**config.mk**
```make
export PLATFORM = sky130hd
export DESIGN_NAME = seg7_scan_ctrl_flat
export DESIGN_NICKNAME = d
export VERILOG_FILES = /design/src/rtl/seg7_pkg.sv /design/src/rtl/seg7_scan_ctrl_if.sv /design/src/rtl/seg7_decoder.sv /design/src/rtl/seg7_scan_ctrl.sv /design/src/flat_wrapper.sv
export SDC_FILE = /design/constraint.sdc
export NUM_CORES = 1
export LEC_CHECK = 0
export CORE_MARGIN = 1
export CORE_UTILIZATION = 35
export CTS_BUF_LIST = sky130_fd_sc_hd__clkbuf_8
export DETAILED_ROUTE_END_ITERATION = 8
export PLACE_DENSITY = 0.63
export SLEW_MARGIN = 20
export SYNTH_ARGS = -nofsm -noshare
export SYNTH_HDL_FRONTEND = slang
export SYNTH_SLANG_ARGS = --single-unit
```
**constraint.sdc**
```tcl
create_clock -name clk -period 6.8 [get_ports clk]
set_input_delay 1.36 -clock clk [delete_from_list [all_inputs] [get_ports clk]]
set_output_delay 1.36 -clock clk [all_outputs]
set_load 0.03 [all_outputs]
```
**src/rtl/seg7_pkg.sv**
```systemverilog
// Shared definitions for the 7-segment scan controller.
//   reg_addr_e : register word addresses (addr[3:2])
//   CTRL_*     : CTRL register field positions, writable mask and reset value
//   SEG_LUT    : hex -> segment a..g encodings (active-high, bit6=a .. bit0=g)
//   be_merge   : byte-enable write merge helper
package seg7_pkg;

  typedef enum logic [1:0] {
    REG_DATA   = 2'd0,
    REG_CTRL   = 2'd1,
    REG_STATUS = 2'd2,
    REG_NONE   = 2'd3
  } reg_addr_e;

  localparam int CTRL_BLANK_LSB = 0;
  localparam int CTRL_DP_LSB    = 8;
  localparam int CTRL_BRT_LSB   = 16;
  localparam int CTRL_EN_BIT    = 31;

  // Only blank, dp, brightness and enable exist; everything else reads 0.
  localparam logic [31:0] CTRL_MASK  = 32'h800F_FFFF;
  localparam logic [31:0] CTRL_RESET = 32'h800F_0000;

  // Index 15 first so SEG_LUT[h] gives the pattern for hex digit h.
  localparam logic [15:0][6:0] SEG_LUT = {
    7'h47, 7'h4F, 7'h3D, 7'h4E, 7'h1F, 7'h77, 7'h7B, 7'h7F,
    7'h70, 7'h5F, 7'h5B, 7'h33, 7'h79, 7'h6D, 7'h30, 7'h7E
  };

  function automatic logic [31:0] be_merge(input logic [31:0] old_v,
                                           input logic [31:0] new_v,
                                           input logic [3:0]  be);
    logic [31:0] m;
    for (int b = 0; b < 4; b++) m[8*b +: 8] = {8{be[b]}};
    return (old_v & ~m) | (new_v & m);
  endfunction

endpackage

```
**src/rtl/seg7_scan_ctrl_if.sv**
```systemverilog
// Register bus between a host and the scan controller.
//   addr  : word address (0=DATA, 1=CTRL, 2=STATUS, 3=unmapped)
//   we    : write strobe, sampled every clock
//   be    : byte enables for the write
//   wdata : write data
//   rdata : combinational readback of the register selected by addr
interface seg7_scan_ctrl_if;
  logic [1:0]  addr;
  logic        we;
  logic [3:0]  be;
  logic [31:0] wdata;
  logic [31:0] rdata;

  modport master (output addr, output we, output be, output wdata, input rdata);
  modport slave  (input addr, input we, input be, input wdata, output rdata);
endinterface

```
**src/rtl/seg7_decoder.sv**
```systemverilog
// Combinational hex to 7-segment decoder.
//   i_hex : 4-bit hex value
//   o_seg : segments a..g (bit6=a .. bit0=g), active-high, no dp
module seg7_decoder
  import seg7_pkg::*;
(
  input  logic [3:0] i_hex,
  output logic [6:0] o_seg
);
  assign o_seg = SEG_LUT[i_hex];
endmodule

```
**src/rtl/seg7_scan_ctrl.sv**
```systemverilog
// Multiplexed 7-segment display scanner with a small register file.
//   clk, reset  : clock, synchronous active-high reset
//   bus         : register bus (slave side), DATA / CTRL / STATUS
//   sel         : one-hot digit select, registered
//   seg         : {dp, a..g}, registered
//   frame_tick  : one-cycle pulse after each full scan of all digits
// ACTIVE_LOW inverts sel/seg at the pins, so inactive is all-ones there.
module seg7_scan_ctrl
  import seg7_pkg::*;
#(
  parameter int NUM_DIGITS  = 8,
  parameter int SCAN_CYCLES = 20000,
  parameter int ACTIVE_LOW  = 1
) (
  input  logic                  clk,
  input  logic                  reset,
  seg7_scan_ctrl_if.slave       bus,
  output logic [NUM_DIGITS-1:0] sel,
  output logic [7:0]            seg,
  output logic                  frame_tick
);

  localparam int SW = $clog2(SCAN_CYCLES);
  localparam logic [SW-1:0] SLOT_LAST = SW'(SCAN_CYCLES - 1);
  localparam logic [2:0]    IDX_LAST  = 3'(NUM_DIGITS - 1);
  // Nibbles of non-existent digits are tied to 0.
  localparam logic [31:0] DATA_MASK = (NUM_DIGITS >= 8) ? 32'hFFFF_FFFF
                                    : 32'((64'd1 << (4 * NUM_DIGITS)) - 64'd1);
  localparam logic [NUM_DIGITS-1:0] SEL_ONE = NUM_DIGITS'(1);
  localparam logic INV = (ACTIVE_LOW != 0);

  logic [31:0]           r_data, r_ctrl;
  logic [SW-1:0]         r_slot;
  logic [2:0]            r_idx;
  logic [3:0]            r_pwm;
  logic [15:0]           r_frame;
  logic                  r_frame_tick;
  logic [7:0]            r_seg;
  logic [NUM_DIGITS-1:0] r_sel;

  reg_addr_e             w_addr;
  logic                  w_en, w_slot_wrap, w_idx_wrap, w_lit;
  logic [7:0]            w_blank_mask, w_dp_mask;
  logic [3:0]            w_bright, w_hex;
  logic [6:0]            w_seg7;

  assign w_addr       = reg_addr_e'(bus.addr);
  assign w_en         = r_ctrl[CTRL_EN_BIT];
  assign w_blank_mask = r_ctrl[CTRL_BLANK_LSB +: 8];
  assign w_dp_mask    = r_ctrl[CTRL_DP_LSB +: 8];
  assign w_bright     = r_ctrl[CTRL_BRT_LSB +: 4];
  assign w_slot_wrap  = (r_slot == SLOT_LAST);
  assign w_idx_wrap   = w_slot_wrap && (r_idx == IDX_LAST);

  // Register writes; unmapped and STATUS writes fall through.
  always_ff @(posedge clk) begin
    if (reset) begin
      r_data <= '0;
      r_ctrl <= CTRL_RESET;
    end else if (bus.we) begin
      case (w_addr)
        REG_DATA: r_data <= be_merge(r_data, bus.wdata, bus.be) & DATA_MASK;
        REG_CTRL: r_ctrl <= be_merge(r_ctrl, bus.wdata, bus.be) & CTRL_MASK;
        default:  ;
      endcase
    end
  end

  // Scan counters are parked at 0 while disabled so a re-enable starts
  // cleanly at digit 0, slot 0, PWM phase 0.
  always_ff @(posedge clk) begin
    if (reset || !w_en) begin
      r_slot <= '0;
      r_idx  <= '0;
      r_pwm  <= '0;
    end else begin
      r_pwm <= r_pwm + 4'd1;
      if (w_slot_wrap) begin
        r_slot <= '0;
        r_idx  <= (r_idx == IDX_LAST) ? 3'd0 : r_idx + 3'd1;
      end else begin
        r_slot <= r_slot + SW'(1);
      end
    end
  end

  // Frame counter keeps its value across disable; only reset clears it.
  always_ff @(posedge clk) begin
    if (reset) begin
      r_frame      <= '0;
      r_frame_tick <= 1'b0;
    end else begin
      r_frame_tick <= w_en && w_idx_wrap;
      if (w_en && w_idx_wrap) r_frame <= r_frame + 16'd1;
    end
  end

  assign w_hex = 4'(r_data >> {r_idx, 2'b00});

  seg7_decoder u_dec (
    .i_hex (w_hex),
    .o_seg (w_seg7)
  );

  // PWM: pwm <= brightness is the same as pwm < brightness+1 without overflow.
  assign w_lit = w_en && !w_blank_mask[r_idx] && (r_pwm <= w_bright);

  always_ff @(posedge clk) begin
    if (reset) begin
      r_seg <= {8{INV}};
      r_sel <= {NUM_DIGITS{INV}};
    end else begin
      r_seg <= (w_lit ? {w_dp_mask[r_idx], w_seg7} : 8'h00) ^ {8{INV}};
      r_sel <= (w_lit ? (SEL_ONE << r_idx) : '0) ^ {NUM_DIGITS{INV}};
    end
  end

  always_comb begin
    bus.rdata = '0;
    case (w_addr)
      REG_DATA:   bus.rdata = r_data;
      REG_CTRL:   bus.rdata = r_ctrl;
      REG_STATUS: bus.rdata = {r_frame, 13'd0, r_idx};
      default:    bus.rdata = '0;
    endcase
  end

  assign seg        = r_seg;
  assign sel        = r_sel;
  assign frame_tick = r_frame_tick;

endmodule

```
**src/flat_wrapper.sv**
```systemverilog
// flat-port wrapper written by rule: the top's interface ports become plain ports
module seg7_scan_ctrl_flat import seg7_pkg::*;
#(
  parameter int NUM_DIGITS  = 8,
  parameter int SCAN_CYCLES = 20000,
  parameter int ACTIVE_LOW  = 1
)
  (clk, reset, sel, seg, frame_tick, bus_addr, bus_we, bus_be, bus_wdata, bus_rdata);
  seg7_scan_ctrl_if bus_i ();
  input  logic clk;
  input  logic reset;
  output logic [NUM_DIGITS-1:0] sel;
  output logic [7:0] seg;
  output logic frame_tick;
  input wire logic [$bits(bus_i.addr)-1:0] bus_addr;
  input wire logic [$bits(bus_i.we)-1:0] bus_we;
  input wire logic [$bits(bus_i.be)-1:0] bus_be;
  input wire logic [$bits(bus_i.wdata)-1:0] bus_wdata;
  output wire logic [$bits(bus_i.rdata)-1:0] bus_rdata;
  assign bus_i.addr = bus_addr;
  assign bus_i.we = bus_we;
  assign bus_i.be = bus_be;
  assign bus_i.wdata = bus_wdata;
  assign bus_rdata = bus_i.rdata;
  seg7_scan_ctrl #(.NUM_DIGITS(NUM_DIGITS), .SCAN_CYCLES(SCAN_CYCLES), .ACTIVE_LOW(ACTIVE_LOW)) u_core (.clk(clk), .reset(reset), .bus(bus_i), .sel(sel), .seg(seg), .frame_tick(frame_tick));
endmodule
```
# Word-level counts from Yosys, hierarchy flattened
# Memory sizes are Yosys's and may differ from the RTL's.
# Cells that the tools add are included.
# classes
n_lt_le_gt_ge,3
n_mul,0
shift,2
n_addsub,4
reduce_logical,11
bitwise,8
eq_ne,4
n_div,0
n_mux,9
# ops
operator,n
32-bit AND,3
32-bit one-hot mux with 3 select lines,1
32-bit OR,2
32-bit NOT,1
32-bit by 5-bit >> shifter with 4-bit output,1
"16-bit by 1-bit adder with 16-bit output, second input constant",1
8-bit two-way mux,2
8-bit NOT,2
"15-bit by 1-bit adder with 15-bit output, second input constant",1
"15-bit equality test, second input constant",1
"1-bit by 3-bit left shift with 8-bit output, first input constant",1
7-bit two-way mux,1
1-bit binary-select mux with 3-bit select,2
"4-bit by 5-bit less-than comparator with 1-bit output, second input constant",1
"4-bit by 1-bit adder with 4-bit output, second input constant",1
4-bit <= comparator,1
1-bit logical AND,4
"3-bit by 4-bit less-than comparator with 1-bit output, second input constant",1
2-bit AND reduction,2
"3-bit by 1-bit adder with 3-bit output, second input constant",1
"3-bit equality test, second input constant",1
3-bit two-way mux,1
"2-bit by 1-bit equality test with 1-bit output, second input constant",1
"2-bit equality test, second input constant",1
other kinds (5),7
# totals
mem_count,1
out_inout_bits,49
inputBits,41
ramBits,0
elab_cells,51
register_bits,108
rom_bits,112
latchBits,0
# memory_table
name,depth,width,read_ports,rd_clocked_by_memory_dff,write_ports,line_no,source
(name not given),16,7,1,0,0,seg7_decoder.sv:10,assign o_seg = SEG_LUT[i_hex];

# Depth between registers and ports, before layout
# Gate-level depths: netlist (run 1).
# logic_depth
ltp_word,7
depth_mapped,10
mapped_depth_nobuf,8

# By module
# A second synthesis (run 1) with hierarchy kept.
# hier_totals
cells_unflattened,651
area_unflattened_um2,5449.0
# by_module_without_submodules
mod,instances,area_each_um2,cells_per_inst,seq_area_each_um2
seg7_scan_ctrl,1,5158.7,618,2162.1
seg7_decoder,1,290.3,33,0.0

# Worst setup path before layout (run 1)
# No wires, ideal clock.
# synth_timing
path_type,input to output
startpoint,input bus_addr[1]
endpoint,output bus_rdata[0]
path_slack_ns,2.543
n_path_buf,2
required_time_ns,5.440
stages,4
arrival_ns,2.897
path_cell_list,clkbuf_1 -> clkbuf_1 -> mux2i_1 -> o21ai_0
# synth_via
elab_chain_len,2
word_cells_on_any_way,4
cone_classes,eq/ne: 2; mux: 1; reduce/logical: 1
# synth_rtl
element,line_no,source
"start, declared",flat_wrapper.sv:15,input wire logic [$bits(bus_i.addr)-1:0] bus_addr;
2-bit equality test (tied with other cells),seg7_scan_ctrl.sv:120,case (w_addr)
32-bit one-hot mux with 3 select lines (*),seg7_scan_ctrl.sv:120,
"end, declared",flat_wrapper.sv:19,output wire logic [$bits(bus_i.rdata)-1:0] bus_rdata;
# Mark *: on every way between the ends. The rest lies on a longest branch, timed or not.

# Worst setup path in the final report (run 1)
# layout_timing
startpoint,input bus_addr[0]
endpoint,output bus_rdata[17]
# The elaborated chain is that of the path after synthesis.

==> results_dict.tcl, run 1 <==
set metrics [dict create \
    result_of_the_run "finished with violations" \
    failing_checks "DRC" \
    clock.fmax_ghz 0.198 \
    worst_case_reg_to_reg_path_depth 5 \
    finalPower_mw 1.22 \
    clock_pin_slew_on_the_worst_setup_and_hold_paths_ns 0.10 \
    detail_route.drc_violations 8 \
    holdBufCountCts 0 \
    route.detailed.wl_per_inst_um 16.4 \
    comb_power_share_pct 10.4 \
    pwr_density_cell_mw_per_mm2 187 \
    finalSetupViolCount 0 \
    critical_path.endpoint_type "output port" \
    finish.cell_count_without_fillers 860 \
    cts_setup_buffers 0 \
    grt_setup_unrepaired "no" \
    synth_edf_count 0 \
    critPathSlowestCell "clkdlybuf4s50_1" \
    routed_antenna_nets 0 \
    detail_route.vias_per_cell 5.15 \
    net_count_after_synthesis 661 \
    start_util_pct 36.2 \
    wl_um 14100 \
    cts_max_path_buffers 2 \
    critPathArrivalTime_ns 3.68 \
    cp_cell_sequence "clkdlybuf4s50_1, nor2b_1, buf_4, nand2_1, o21ai_0, clkdlybuf4s50_1" \
    die_x_um 125 \
    vdd_drop_max_mv 0.0833 \
    synth-adder-area-share_pct 4.47 \
    die_area_mm2 0.0157 \
    min_period_over_period_pct 74.1 \
    slowest_delay_ns 0.93 \
    dpl_ws_ns 1.48 \
    total_negative_slack_for_setup_checks_ns 0 \
    actual_transition_at_the_worst_max_transition_pin_ns 0.968 \
    compound_gate_fraction_of_synth_area_pct 8.11 \
    reg2reg_to "u_core.seg[3]" \
    min-delay-path-class "reg2reg" \
    layout_setup_ws_ns 1.76 \
    worstHoldEndpoint "u_core.r_slot[0]" \
    grt-ovfl-total 0 \
    critPathKind "in2out" \
    layout.filler_cells 1405 \
    ctsRootBufferMaster "clkbuf_8" \
    synth-seq-area-share_pct 40.6 \
    regToRegStartpoint "u_core.r_idx[1]" \
    global_route_usage_sum_pct 18.8 \
    tritoncts "done" \
    layout_min_cycle_time_ns 5.04 \
    clock_insertion_delay_worst_skew_ns 0.40 \
    critical_path_required_time_ns 5.44 \
    timing.hold.worst_path_depth 1 \
    chipHeight_um 125 \
    power_switching_share_pct 25.3 \
    antenna_cells_inserted 0 \
    post_synth_num_cell_types 48 \
    via_total_after_detailed_routing 4430 \
    h-tree-depth 3 \
    cp_top_family "buffers and inverters" \
    place.gp.congestion 0.860 \
    synth.avg_cell_area_um2 8.86 \
    synth_simple_gate_area_share_pct 21.9 \
    first_global_vias 4433 \
    dr_pass1_iterations 7 \
    final_core_utilization_pct 44.4 \
    number_of_instances_resized_during_post_cts_repair 0 \
    total_cts_buffers 9 \
    grt_antenna_before_repair 0 \
    setup.reg_to_reg.worst_slack_ns 3.79 \
    timing.critical_path.fanout_max 18 \
    port_buffers 89 \
    maxSlewHeadroom_pct 33.6 \
    synth_top_family_by_area "simple AND/OR/NAND/NOR gates" \
    total_buffers_and_inverters_traversed_by_the_critical_path 3 \
    count_of_endpoints_failing_hold_in_the_final_timing_report 0 \
    yosys_most_used_dff "dfxtp_1" \
    hp-start "u_core.r_slot[0]" \
    syn_area_mm2 0.00532 \
    grt_pass1_wl_um 23100 \
    leakage_nw 2.45 \
    post_route_cells_drive_above_1_share_pct 7.10 \
    sequentialPowerShare_pct 53.9 \
    core_area_mm2 0.0147 \
    finalNetCount 731 \
    post-place-cells 844 \
    largest_net_degree_at_the_start_of_global_routing 73 \
    muxShareOfSynthArea_pct 17.2 \
    area_delta_synth_final_pct 22.6 \
    synthesis.yosys.warnings 0 \
    cp_common_cell "clkdlybuf4s50_1" \
    synth-xor-area-share_pct 3.13 \
    drt-initial-drc-count 363 \
    ys_async_sr_fraction_pct 0 \
    placementRows 44 \
    yosys_register_bits 108 \
    hpwl_um 10300 \
    top_level_ports 90 \
    clock-sinks 108 \
    power.share.clock_pct 35.7 \
    max_cap_viol_count 0 \
    cellInternalPower_mw 0.910 \
    skew_ns 0.0114 \
    switchingPower_mw 0.309 \
    finalMaxSlewViolations 0 \
    syn-instance-count 601 \
    worst_setup_path_start_kind "primary input" \
]
power groups by stage:
stage	registers, mW	logic (mW)	clock network (mW)
final	0.657	0.127	0.435
after global routing	0.659	0.137	0.473
after CTS	0.657	0.127	0.448
after detailed placement	0.671	0.127	0
after global placement	0.671	0.124	0
after floorplan	0.676	0.0651	0
routing by layer:
metal | part of all wire [%] | GRT usage [%] | vias to the layer above
li1 | - | - | 2202
met1 | 45 | 24.0 | 2091
met2 | 48 | 31.0 | 117
met3 | 5.3 | 4.41 | 20
met4 | 2.0 | 6.96 | 0
met5 | 0 | 0 | -
worst register-to-register path, cell delays in order (launching register included):
cell and delay (ns):
dfxtp_1 0.89, mux4_2 0.63, mux2i_1 0.73, mux2_2 0.41
nor2_1 0.10, o21ai_0 0.10
worst max-delay path by stage:
stage,slack [ns],start,endpoint,cells past startpoint
final,1.76,bus_addr[0],bus_rdata[17],6
after global routing,1.59,bus_addr[0],bus_rdata[17],6
after CTS,1.48,bus_addr[1],bus_rdata[31],5
after detailed placement,1.48,bus_addr[1],bus_rdata[31],5
after global placement,1.49,bus_addr[1],bus_rdata[31],5
after floorplan,2.54,bus_addr[1],bus_rdata[0],4
cell usage after synthesis, types with 3 or more instances:
cell / instances / area, um^2
or3_1: 6 / 37.5
o31ai_1: 3 / 22.5
mux4_2: 12 / 270
buf_4: 3 / 22.5
a21oi_1: 42 / 210
buf_2: 4 / 20.0
nor2_1: 88 / 330
buf_1: 3 / 11.3
dfxtp_1: 108 / 2160
a211o_1: 4 / 35.0
xnor2_1: 13 / 114
xor2_1: 6 / 52.6
nand4_1: 6 / 37.5
o21ai_0: 17 / 85.1
inv_1: 20 / 75.1
nand2_1: 81 / 304
nor3_1: 5 / 25.0
o221ai_1: 3 / 26.3
nor4_1: 5 / 31.3
clkbuf_1: 23 / 86.3
nand2b_1: 3 / 18.8
nand3_1: 25 / 125
and3_1: 8 / 50.1
ha_1: 19 / 238
mux2i_1: 62 / 621
cell families (layout without fill, tap and decap cells):
family / count (synthesis) / after routing
DFF: 108 / 108
muxes: 76 / 76
and+or+nand+nor: 248 / 248
AOI/OAI and AO/OA: 75 / 75
adders and majority gates: 19 / 19
xor gates and xnor gates: 19 / 19
buffers and inverters: 56 / 131
stage by stage:
stage	hold slack [ns]	area, um^2
floorplan	0.413	5320
global placement	0.422	6310
detailed placement	0.438	6310
CTS	0.452	6520
global route	0.484	6530
finish	0.450	6530
cells in the final DEF, fill, tap and decap left out, types with 6 or more instances in the layout:
cell type,instances
xnor2_1,13
clkdlybuf4s50_1,87
a21oi_1,42
nand3_1,25
xor2_1,6
and3_1,8
clkbuf_8,9
dfxtp_1,108
o21ai_0,17
nand2_1,81
mux2i_1,62
ha_1,19
nor2_1,88
inv_1,21
mux4_2,12
nand4_1,6
or3_1,6
final cells by class:
class	instances	area, um^2	area share, %
multi-input cells	437	2920	44.8
clock buffers	9	124	1.90
inverters	21	78.8	1.21
repair buffers	94	918	14.1
clock inverters	7	91.3	1.40
well taps	184	230	3.53
flip-flops and latches	108	2160	33.1
(Power assumes the default switching activity.)
==> inputs of run 2 (changes only) <==
Clock period 6.8 ns to 4.95 ns, I/O delays scaled along.
==> run 2 against run 1 <==
Compared with the run above:
- clock-buffer cell count stayed put
- clock skew is 0.0044 ns higher
- core utilization grew 0.16 points
- combinational power grew 43%
- largest power group unchanged
- worst setup slack worse by 0.92 ns
- the run still ends with DRC left
- register-to-register slack worse by 2.0 ns
- die area unchanged
- hold slack got worse by 0.0074 ns
==> results_dict.tcl, run 2 (same netlist as run 1, synthesis figures left out) <==
set metrics [dict create \
    cp_cell_sequence "clkdlybuf4s50_1, buf_4, nor2b_1, buf_4, nand2_1, o21ai_0, buf_12" \
    total_cts_buffers 9 \
    first_global_vias 4258 \
    global_route_usage_sum_pct 18.0 \
    largest_net_degree_at_the_start_of_global_routing 72 \
    min_period_over_period_pct 83.0 \
    route.detailed.wl_per_inst_um 16.0 \
    grt_setup_unrepaired "no" \
    setup.reg_to_reg.worst_slack_ns 1.81 \
    dr_pass1_iterations 7 \
    maxSlewHeadroom_pct 30.2 \
    via_total_after_detailed_routing 4467 \
    timing.critical_path.fanout_max 14 \
    die_area_mm2 0.0157 \
    grt_antenna_before_repair 0 \
    hold_ws_ns 0.443 \
    cts_max_path_buffers 2 \
    critPathKind "in2out" \
    cts_setup_buffers 0 \
    wl_um 13800 \
    placementRows 44 \
    grt_pass1_wl_um 22000 \
    cp_common_cell "buf_4" \
    post_route_cells_drive_above_1_share_pct 8.28 \
    layout.filler_cells 1392 \
    routed_antenna_nets 0 \
    port_buffers 89 \
    layout_min_cycle_time_ns 4.11 \
    core_area_mm2 0.0147 \
    detail_route.drc_violations 8 \
    holdBufCountCts 0 \
    number_of_instances_resized_during_post_cts_repair 0 \
    min-delay-path-class "reg2reg" \
    clock_insertion_delay_worst_skew_ns 0.39 \
    hpwl_um 10200 \
    start_util_pct 36.2 \
    ctsRootBufferMaster "clkbuf_8" \
    pwr_density_cell_mw_per_mm2 250 \
    area_delta_synth_final_pct 23.1 \
    critPathArrivalTime_ns 3.12 \
    critical_path.endpoint_type "output port" \
    timing.critical_path.to "bus_rdata[16]" \
    worst_case_reg_to_reg_path_depth 5 \
    mostFrequentLayoutCells "dfxtp_1, nor2_1, nand2_1, clkdlybuf4s50_1, mux2i_1" \
    die_x_um 125 \
    total_negative_slack_for_setup_checks_ns 0 \
    finalMaxSlewViolations 0 \
    finalSetupViolCount 0 \
    worst_setup_path_start_kind "primary input" \
    sequential_cell_area_mm2 0.00216 \
    failing_checks "DRC" \
    leakage_nw 2.47 \
    clock-sinks 108 \
    worstSetupStartpoint "bus_addr[1]" \
    clock.fmax_ghz 0.243 \
    detail_route.vias_per_cell 5.19 \
    critPathSlowestCell "clkdlybuf4s50_1" \
    finalNetCount 731 \
    layout_commonest_cell "dfxtp_1" \
    slowest_delay_ns 0.84 \
    regToRegStartpoint "u_core.r_idx[0]" \
    tritoncts "done" \
    critical_path_required_time_ns 3.96 \
    h-tree-depth 3 \
    actual_transition_at_the_worst_max_transition_pin_ns 1.05 \
    drt-initial-drc-count 375 \
    antenna_cells_inserted 0 \
    clock_pin_slew_on_the_worst_setup_and_hold_paths_ns 0.09 \
    place.gp.congestion 0.911 \
    multi_input_area_mm2 0.00291 \
    result_of_the_run "finished with violations" \
    skew_ns 0.0158 \
    max_cap_viol_count 0 \
    chipHeight_um 125 \
    finalPower_mw 1.63 \
    vdd_drop_max_mv 0.117 \
    grt-ovfl-total 0 \
    top_level_ports 90 \
    count_of_endpoints_failing_hold_in_the_final_timing_report 0 \
    reg2reg_to "u_core.seg[5]" \
]
-- run 2: layout make-up --
class | instances | area share [%]
multi-input cells | 437 | 44.5
flip-flops and latches | 108 | 33.0
repair buffers | 94 | 14.7
well taps | 184 | 3.51
clock buffers | 9 | 1.89
inverters | 21 | 1.20
clock inverters | 7 | 1.15
-- run 2: per-layer routing --
layer  track usage [%]  vias up  wire (um)
li1                  -     2210          -
met1              21.9     2118       5970
met2              30.2      117       6760
met3              5.48       22        790
met4              5.81        0        248
met5                 0        -          0
-- run 2: worst min path at each step --
stage | slack, ns | to | start | depth (start not counted)
final | 0.44 | u_core.r_slot[0] | u_core.r_slot[0] | 1
after global routing | 0.48 | u_core.r_slot[0] | u_core.r_slot[0] | 1
after CTS | 0.45 | u_core.r_slot[0] | u_core.r_slot[0] | 1
after detailed placement | 0.43 | u_core.r_slot[0] | u_core.r_slot[0] | 1
after global placement | 0.42 | u_core.r_slot[0] | u_core.r_slot[0] | 1
after floorplan | 0.41 | u_core.r_slot[0] | u_core.r_slot[0] | 1
-- run 2: report_power, final --
part / switching (mW) / internal (mW)
Combinational: 0.0965 / 0.0842
Sequential: 0.0144 / 0.888
Clock: 0.314 / 0.238
-- run 2: critical path, delay by kind of cell --
family	cells	cell delay [ns]
buffers and inverters	4	1.64
and+or+nand+nor	2	0.33
AOI/OAI and AO/OA	1	0.15
-- run 2: metrics by stage --
stage | util (%) | setup slack [ns] | std cells | area [um^2]
after floorplan | - | 1.43 | 601 | 5320
after global placement | 43.2 | 0.874 | 844 | 6350
after detailed placement | 43.2 | 0.849 | 844 | 6350
after CTS | 44.6 | 0.834 | 860 | 6550
after global routing | 44.6 | 0.672 | 860 | 6550
final | 44.6 | 0.839 | 860 | 6550
